## config.mk

```make
export PLATFORM = sky130hd
export DESIGN_NAME = mult_share_arbiter
export DESIGN_NICKNAME = d
export VERILOG_FILES = /design/src/rtl/mult_share_arbiter.sv
export SDC_FILE = /design/constraint.sdc
export NUM_CORES = 1
export LEC_CHECK = 0
export CAP_MARGIN = 15
export CORE_AREA = 10 10 97 99
export DETAILED_ROUTE_END_ITERATION = 6
export DIE_AREA = 0 0 107 109
export PLACE_DENSITY = 0.87
export SLEW_MARGIN = 10
export SYNTH_ARGS = -nofsm -noshare
export SYNTH_HDL_FRONTEND = slang
export SYNTH_SLANG_ARGS = --single-unit
```

## constraint.sdc

```tcl
create_clock -name clk -period 2 [get_ports clk]
set_input_delay 0.4 -clock clk [delete_from_list [all_inputs] [get_ports clk]]
set_output_delay 0.4 -clock clk [all_outputs]
set_load 0.01 [all_outputs]
```

## src/rtl/mult_share_arbiter.sv

```systemverilog
// rtl/mult_share_arbiter.sv - round-robin arbiter sharing one start/ready multiplier among NREQ requesters
module mult_share_arbiter #(
    parameter int WIDTH   = 8,
    parameter int NREQ    = 4,
    parameter int TIMEOUT = 64
) (
    input  logic                  clk,
    input  logic                  rstn,
    input  logic [NREQ-1:0]       req,
    input  logic [NREQ*WIDTH-1:0] ina_bus,
    input  logic [NREQ*WIDTH-1:0] inb_bus,
    output logic [NREQ-1:0]       gnt,
    output logic [NREQ-1:0]       done,
    output logic [2*WIDTH-1:0]    result,
    output logic                  timeout_err,
    output logic [WIDTH-1:0]      mul_a,
    output logic [WIDTH-1:0]      mul_b,
    output logic                  mul_start,
    input  logic [2*WIDTH-1:0]    mul_out,
    input  logic                  mul_ready
);
    localparam int IW = $clog2(NREQ);
    localparam int CW = $clog2(TIMEOUT + 1);

    typedef enum logic [2:0] {IDLE, START, GUARD, WAIT, DONE} state_t;

    state_t               state, state_nx;
    logic [IW-1:0]        ptr, ptr_nx;
    logic [IW-1:0]        win, win_nx;
    logic [CW-1:0]        cnt, cnt_nx;
    logic [NREQ-1:0]      gnt_nx, done_nx;
    logic [2*WIDTH-1:0]   result_nx;
    logic                 terr_nx, start_nx;
    logic [WIDTH-1:0]     mul_a_nx, mul_b_nx;

    logic                 found;
    logic [IW-1:0]        pick;
    logic [IW:0]          cand;

    // first requester at or above the pointer, wrapping back to 0
    always_comb begin
        found = 1'b0;
        pick  = ptr;
        cand  = '0;
        for (int k = 0; k < NREQ; k++) begin
            cand = {1'b0, ptr} + (IW+1)'(k);
            if (cand >= (IW+1)'(NREQ))
                cand = cand - (IW+1)'(NREQ);
            if (!found && req[cand[IW-1:0]]) begin
                found = 1'b1;
                pick  = cand[IW-1:0];
            end
        end
    end

    always_comb begin
        state_nx  = state;
        ptr_nx    = ptr;
        win_nx    = win;
        cnt_nx    = cnt;
        gnt_nx    = gnt;
        done_nx   = '0;
        result_nx = result;
        terr_nx   = 1'b0;
        start_nx  = 1'b0;
        mul_a_nx  = mul_a;
        mul_b_nx  = mul_b;
        case (state)
            IDLE: begin
                if (found) begin
                    win_nx   = pick;
                    gnt_nx   = NREQ'(1) << pick;
                    mul_a_nx = ina_bus[pick*WIDTH +: WIDTH];
                    mul_b_nx = inb_bus[pick*WIDTH +: WIDTH];
                    cnt_nx   = '0;
                    state_nx = START;
                end
            end
            // two cycles: the registered start pulse is high during the second
            START: begin
                if (cnt == '0) begin
                    start_nx = 1'b1;
                    cnt_nx   = CW'(1);
                end else begin
                    cnt_nx   = '0;
                    state_nx = GUARD;
                end
            end
            GUARD: begin
                cnt_nx   = '0;
                state_nx = WAIT;
            end
            WAIT: begin
                if (mul_ready) begin
                    result_nx = mul_out;
                    done_nx   = gnt;
                    state_nx  = DONE;
                end else if (cnt == CW'(TIMEOUT)) begin
                    result_nx = '0;
                    done_nx   = gnt;
                    terr_nx   = 1'b1;
                    state_nx  = DONE;
                end else begin
                    cnt_nx = cnt + CW'(1);
                end
            end
            DONE: begin
                gnt_nx   = '0;
                ptr_nx   = (win == IW'(NREQ - 1)) ? '0 : win + IW'(1);
                state_nx = IDLE;
            end
            default: state_nx = IDLE;
        endcase
    end

    always_ff @(posedge clk or negedge rstn) begin
        if (!rstn) begin
            state       <= IDLE;
            ptr         <= '0;
            win         <= '0;
            cnt         <= '0;
            gnt         <= '0;
            done        <= '0;
            result      <= '0;
            timeout_err <= 1'b0;
            mul_start   <= 1'b0;
            mul_a       <= '0;
            mul_b       <= '0;
        end else begin
            state       <= state_nx;
            ptr         <= ptr_nx;
            win         <= win_nx;
            cnt         <= cnt_nx;
            gnt         <= gnt_nx;
            done        <= done_nx;
            result      <= result_nx;
            timeout_err <= terr_nx;
            mul_start   <= start_nx;
            mul_a       <= mul_a_nx;
            mul_b       <= mul_b_nx;
        end
    end
endmodule

```

==> results by group, run 1 <==
Worst setup path
  • Critical Path End Type: register
  • Startpoint Class: register
  • R2R Setup Slk: 0.08 ns
  • Worst reg2reg path startpoint: cnt[5]$_DFFE_PN0P_
  • Worst R2R Path Depth: 6
  • Crit path kind: register to register
  • CP required: around 2.2 ns
  • Critical R2R Capture: result[7]$_DFFE_PN0P_
  • CP Max Fanout: 13
  • CP Data Arrival Time: 2.12 ns

Clocking
  • Sinks on Clock Net: 56
  • Clk slew on worst S/H paths: about 0.1 ns
  • CTS Buf Count: 5
  • Clk buf depth: 2
  • Clock Tree Root: clkbuf_8
  • CTS Hold Bufs: 0
  • H-tree levels: 2
  • Worst skew pair latency: 0.31 ns
  • CTS tree: done

Run
  • # Max-Cap Violations: 0

Synth
  • Number of synthesized flops with an enable pin: 0
  • Share of the synthesized area in the top cell type: 0.446
  • Synth Warn #: 0
  • Ys flop type: dfrtp_1
  • Seq/Total Area, Yosys: 0.446
  • Top post-synthesis cells by area: dfrtp_1 (45%), a2111oi_4 (8.8%), a21oi_1 (5.4%)
  • Async set or reset register ratio after synthesis: 1.00
  • Synth cell types: 46
  • Mapped Cells: 303
  • Post-Syn Nets: 393
  • Mapped Area: around 3100 µm²
  • Synth area leader: dfrtp_1
  • FF+latch count, synth: 56
  • Mean Syn Cell Area: 10.4 µm²
  • Count leader, synth: dfrtp_1
  • Post-synth top cells: dfrtp_1 (56), a21oi_1 (34), nor2_1 (24)

Timing
  • Fmax: approximately 520 MHz
  • Tcrit/Tclk final: 0.962
  • Setup violations, final: 0
  • Slew @ Worst Pin: just over 0.6 ns
  • Minimum clock period: ~1.9 ns
  • Slew HR: 0.596
  • Final hold viol count: 0
  • Worst Clk Skew: ~0.0085 ns
  • Max-slew violation count: 0

Floorplan
  • Die height: 109 µm
  • Die Footprint: 11700 µm²
  • I/O Pins: 129
  • Row cnt: 32
  • Core Area: roughly 7500 µm²
  • Initial core utilization: 0.417
  • Die X: about 110 µm

GRT
  • Largest net degree at the start of global routing: 57
  • Antenna violations before repair: 0
  • Total gr overflow: 0
  • Wire length of the first global-routing pass: between 15000 and 20000 µm
  • Via count of the first global-routing pass: 3388
  • Total track usage: 0.176

Pwr
  • Share of total power in the clock network: 0.114
  • NetSw: 2.59 mW
  • Max VDD drop: 695 µV
  • Power, Total: 6.59 mW
  • Leakage power figure: about 2.0 nW
  • P_int: between 4 and 5 mW
  • Net switching fraction of the power: 0.393
  • Cell Pwr Density: 1330 nW/µm²
  • Seq pwr share: 0.284
  • Combinational Power Share: 0.602

Route
  • Drt initial violations: roughly 150
  • Post-route ant nets: 0
  • Post-route DRC violation count: 0
  • DR vias/cell: 5.46
  • TritonRoute pass-1 iters: 4
  • Vias: 3050
  • WL final: 10300 µm
  • Per-cell routed wire length: 18.4 µm

Cells and area
  • Proportion of layout cells with a drive suffix above 1: 0.168
  • Fin util: 0.660
  • # diodes: 0
  • Area grow syn2layout: 58.0%
  • Final nets: 546

Placement
  • Detailed placement HPWL: between 8000 and 9000 µm
  • I/O Buffers: 128
  • RePlAce Congestion: 0.910

Hold path
  • Hold Crit Class: input pin to async pin

Run status
  • Outcome: complete, no violations
power by group through the flow:
stage,Combinational [mW],Clock [mW],Sequential [mW]
3_3_place_gp,3.75,0,1.87
3_5_place_dp,3.88,0,1.90
6_report,3.97,0.750,1.87
5_1_grt,4.29,0.816,1.93
2_1_floorplan,1.88,0,2.01
4_1_cts,3.99,0.770,1.87
cell type report:
type / count / area, µm²
inverters: 20 / 75.1
multi-input cells: 202 / 1560
clock buffers: 6 / 72.6
flip-flops and latches: 56 / 1400
well taps: 102 / 128
clock inverters: 2 / 38.8
fillers: 592 / 2560
repair buffers: 171 / 1690
layer usage:
metal	GRT usage	wire, µm
met1	0.210	4260
met2	0.299	5150
met5	0	0
met3	0.0625	766
met4	0.0368	119
flip-flops by register name, indices dropped and copies added (netlist names):
signal       count
ptr              2
mul_a            8
result          16
cnt              7
gnt              4
mul_b            8
done             4
mul_start        1
win              2
timeout_err      1
state            3
cells by family (layout without fill, tap and decap cells):
logic type               count (synthesis)  count (layout)  share of synthesized area
AO/OA/AOI/OAI                          121             121                      0.331
XOR/XNOR                                 2               2                    0.00558
adder cells (fa/ha/maj)                  3               3                     0.0119
buffers and inverters                   45             199                     0.0705
flip-flops                              56              56                      0.446
multiplexers                             2               2                    0.00677
AND/OR/NAND/NOR                         74              74                      0.128
worst max-delay path, stage by stage, from the launching register on:
cell and delay [ns]:
dfrtp_1 0.45, nor4_4 0.33, a31oi_1 0.15, buf_4 0.16, nand2b_1 0.22, buf_4 0.24, a22o_1 0.25
stage by stage:
step / instance area [µm²] / hold WS, ns / TNS (ns) / setup WS [ns] / std cells
6_report: 4960 / 0.0839 / 0 / 0.0767 / 559
5_1_grt: 4960 / 0.0926 / -0.141 / -0.0221 / 559
4_1_cts: 4960 / 0.0902 / 0 / 0.0566 / 559
3_5_place_dp: 4780 / 0.426 / -9.96 / -0.557 / 545
3_3_place_gp: 4780 / 0.421 / -7.91 / -0.362 / 545
2_1_floorplan: 3140 / 0.104 / 0 / 0.171 / 303
placed cells by master, fill, tap and decap left out, types with 4 or more instances in the layout:
master,count
clkdlybuf4s50_1,123
dfrtp_1,56
buf_4,35
a21oi_1,34
nor2_1,24
inv_1,20
a31oi_1,18
a22o_1,16
a211oi_1,16
nand2_1,10
a2111oi_4,10
nand3_1,8
o21ai_0,7
buf_12,7
and2_1,6
o31ai_1,5
clkbuf_8,5
nor2b_1,4
dlygate4sd2_1,4
timing repair:
| item | CTS | global route |
|---|---|---|
| cloned | 0 | 0 |
| gates resized for setup | 12 | 1 |
| pin swaps | 1 | 0 |
| hold endpoints to repair | 0 | 0 |
| endpoints found under the setup margin | 20 | 12 |
| setup buffers | 6 | 0 |
worst max path at each step:
stage	cells past startpoint	startpoint	to	slack, ns
floorplan	6	state[1]$_DFFE_PN0P_	mul_b[2]$_DFFE_PN0P_	0.17
detailed placement	6	req[2]	mul_b[1]$_DFFE_PN0P_	-0.56
global placement	6	req[2]	mul_b[0]$_DFFE_PN0P_	-0.36
CTS	6	cnt[5]$_DFFE_PN0P_	result[0]$_DFFE_PN0P_	0.06
global route	6	cnt[5]$_DFFE_PN0P_	result[10]$_DFFE_PN0P_	-0.02
finish	6	cnt[5]$_DFFE_PN0P_	result[7]$_DFFE_PN0P_	0.08
Note: power is estimated with default switching activity, not from simulation.
==> run 2, diff against run 1 <==
MAX_ROUTING_LAYER = met4   (was unset)
SKIP_LAST_GASP = 1   (was unset)
==> results by group, run 2 (synthesis gave the netlist of run 1 again) <==
Cells and area
  • Area grow syn2layout: 55.7%
  • Most common cell after layout, fill and taps aside: clkdlybuf4s50_1
  • Most frequent cells in the layout: clkdlybuf4s50_1 (123), dfrtp_1 (56), a21oi_1 (34)
  • Largest register FFs: 16 (unchanged)
  • # diodes: 0 (unchanged)
  • Proportion of layout cells with a drive suffix above 1: 0.164 (-0.00405)
  • Post-route cell area: 4890 µm² (-1.5%)
  • Final nets: 539 (-1.3%)
  • Largest reg by FF count: result
  • Largest registers: result: 16 flops, mul_a: 8 flops, mul_b: 8 flops

Clocking
  • Clk slew on worst S/H paths: 0.11 ns (about the same)
  • CTS Hold Bufs: 0 (unchanged)
  • Post-CTS setup buffer count: 0 (-6)
  • CTS Buf Count: 5 (unchanged)
  • Clk buf depth: 2 (unchanged)
  • Worst skew pair latency: 0.32 ns (about the same)
  • Clock Tree Root: clkbuf_8
  • Sinks on Clock Net: 56 (unchanged)
  • H-tree levels: 2 (unchanged)
  • CTS tree: done

Route
  • WL final: 10300 µm (+0.47%)
  • Post-route ant nets: 0 (unchanged)
  • DR vias/cell: 5.51 (+0.90%)
  • TritonRoute pass-1 iters: 4 (unchanged)
  • Drt initial violations: 144 (-2.0%)
  • Vias: 3039 (-0.36%)
  • Post-route DRC violation count: 0 (unchanged)
  • Per-cell routed wire length: 18.7 µm (+1.7%)

Pwr
  • Power, Total: 6.42 mW (-2.6%)
  • Leakage power figure: 1.99 nW (-2.4%)
  • Max VDD drop: 646 µV (-7.0%)
  • Cell Pwr Density: 1310 nW/µm² (-1.2%)

Worst setup path
  • Startpoint Class: register
  • Worst reg2reg path startpoint: cnt[0]$_DFFE_PN0P_
  • CP required: 2.26 ns (+0.07 ns)
  • CP Max Fanout: 6 (-7)
  • Slowest stage delay, CP: 0.47 ns (+0.02 ns)
  • Critical Path End Type: register
  • Setup crit start: cnt[0]$_DFFE_PN0P_
  • Crit path kind: register to register
  • Crit-path cells: inv_1 -> ha_1 -> a31oi_2 -> o21ai_1 -> buf_4 -> or4_1 -> nand2_1
  • Slowest cell on the critical path: or4_1
  • CP Data Arrival Time: 2.16 ns (+0.04 ns)
  • Cell family with most CP delay: simple AND/OR/NAND/NOR gates
  • CP Buf/Inv Count: 2 (unchanged)

Run
  • # Max-Cap Violations: 0 (unchanged)

GRT
  • Total gr overflow: 0 (unchanged)
  • Via count of the first global-routing pass: 3325 (-1.9%)
  • Largest net degree at the start of global routing: 57 (unchanged)
  • Wire length of the first global-routing pass: 16800 µm (-0.57%)
  • Total track usage: 0.182 (+0.00657)
  • Antenna violations before repair: 0 (unchanged)

Placement
  • Post-DP Area: 4760 µm² (-0.42%)
  • Detailed placement HPWL: 8110 µm (about the same)
  • RePlAce Congestion: 0.898 (-1.3%)
  • I/O Buffers: 128 (unchanged)

Floorplan
  • I/O Pins: 129 (unchanged)
  • Initial core utilization: 0.417 (unchanged)
  • Die X: 107 µm (unchanged)
  • Row cnt: 32 (unchanged)
  • Die Footprint: 11700 µm² (unchanged)
  • Core Area: 7530 µm² (unchanged)
  • Die height: 109 µm (unchanged)

Timing
  • Fmax: 527 MHz (+1.3%)
  • Max-slew violation count: 0 (unchanged)
  • Minimum clock period: 1.90 ns (-0.0252 ns)
  • Tcrit/Tclk final: 0.949 (-0.0126)
  • Slew HR: 0.779 (+0.182)
  • Final hold viol count: 0 (unchanged)
  • Worst Clk Skew: 0.0114 ns (+0.00288 ns)
  • Setup violations, final: 0 (unchanged)
  • Slew @ Worst Pin: 0.329 ns (-0.276 ns)

Hold path
  • Hold Crit Class: input pin to async pin

Run status
  • Outcome: complete, no violations
-- run 2: report_power, final --
part	leakage [nW]	switching [mW]	internal (mW)	total [mW]
logic	1.25	1.92	1.95	3.88
clock network	0.0423	0.419	0.256	0.675
registers	0.696	0.286	1.58	1.87
total	1.99	2.63	3.79	6.42
-- run 2: metal layers --
metal / up-vias / wire length (µm) / global-route usage
li1: 1418 / - / -
met1: 1479 / 4250 / 0.204
met2: 128 / 5280 / 0.313
met3: 14 / 654 / 0.0507
met4: 0 / 159 / 0.0503
met5: - / 0 / -
-- run 2: worst paths after layout --
path                                          end  slack, ns  depth (start not counted)
max                            cnt[3]$_DFFE_PN0P_       0.10                          7
min                        result[13]$_DFFE_PN0P_       0.07                          2
max reg2reg                    cnt[3]$_DFFE_PN0P_       0.10                          7
min reg2reg                    win[1]$_DFFE_PN0P_       0.50                          1
max in group asynchronous      gnt[3]$_DFFE_PN0P_       1.69                          2
min in group clk               win[1]$_DFFE_PN0P_       0.50                          1
-- run 2: metrics by stage --
stage                     setup TNS, ns  setup WS, ns  hold WS, ns  utilization  instances
after floorplan                       0         0.171        0.104            -        303
after global placement            -7.44        -0.350        0.421        0.632        544
after detailed placement          -9.21        -0.549        0.427        0.632        544
after CTS                             0        0.0607       0.0729        0.647        552
after global routing            -0.0330       -0.0330       0.0762        0.650        552
final                                 0         0.102       0.0672        0.650        552
-- run 2: cell type report --
type | count | area [µm²]
multi-input cells | 202 | 1570
clock inverters | 3 | 26.3
inverters | 20 | 75.1
fillers | 616 | 2640
well taps | 102 | 128
flip-flops and latches | 56 | 1400
clock buffers | 5 | 68.8
repair buffers | 164 | 1620
-- run 2: what timing repair did --
item / CTS / global route
resized for setup: 11 / 4
pin swaps: 0 / 0
setup endpoints to repair: 13 / 17
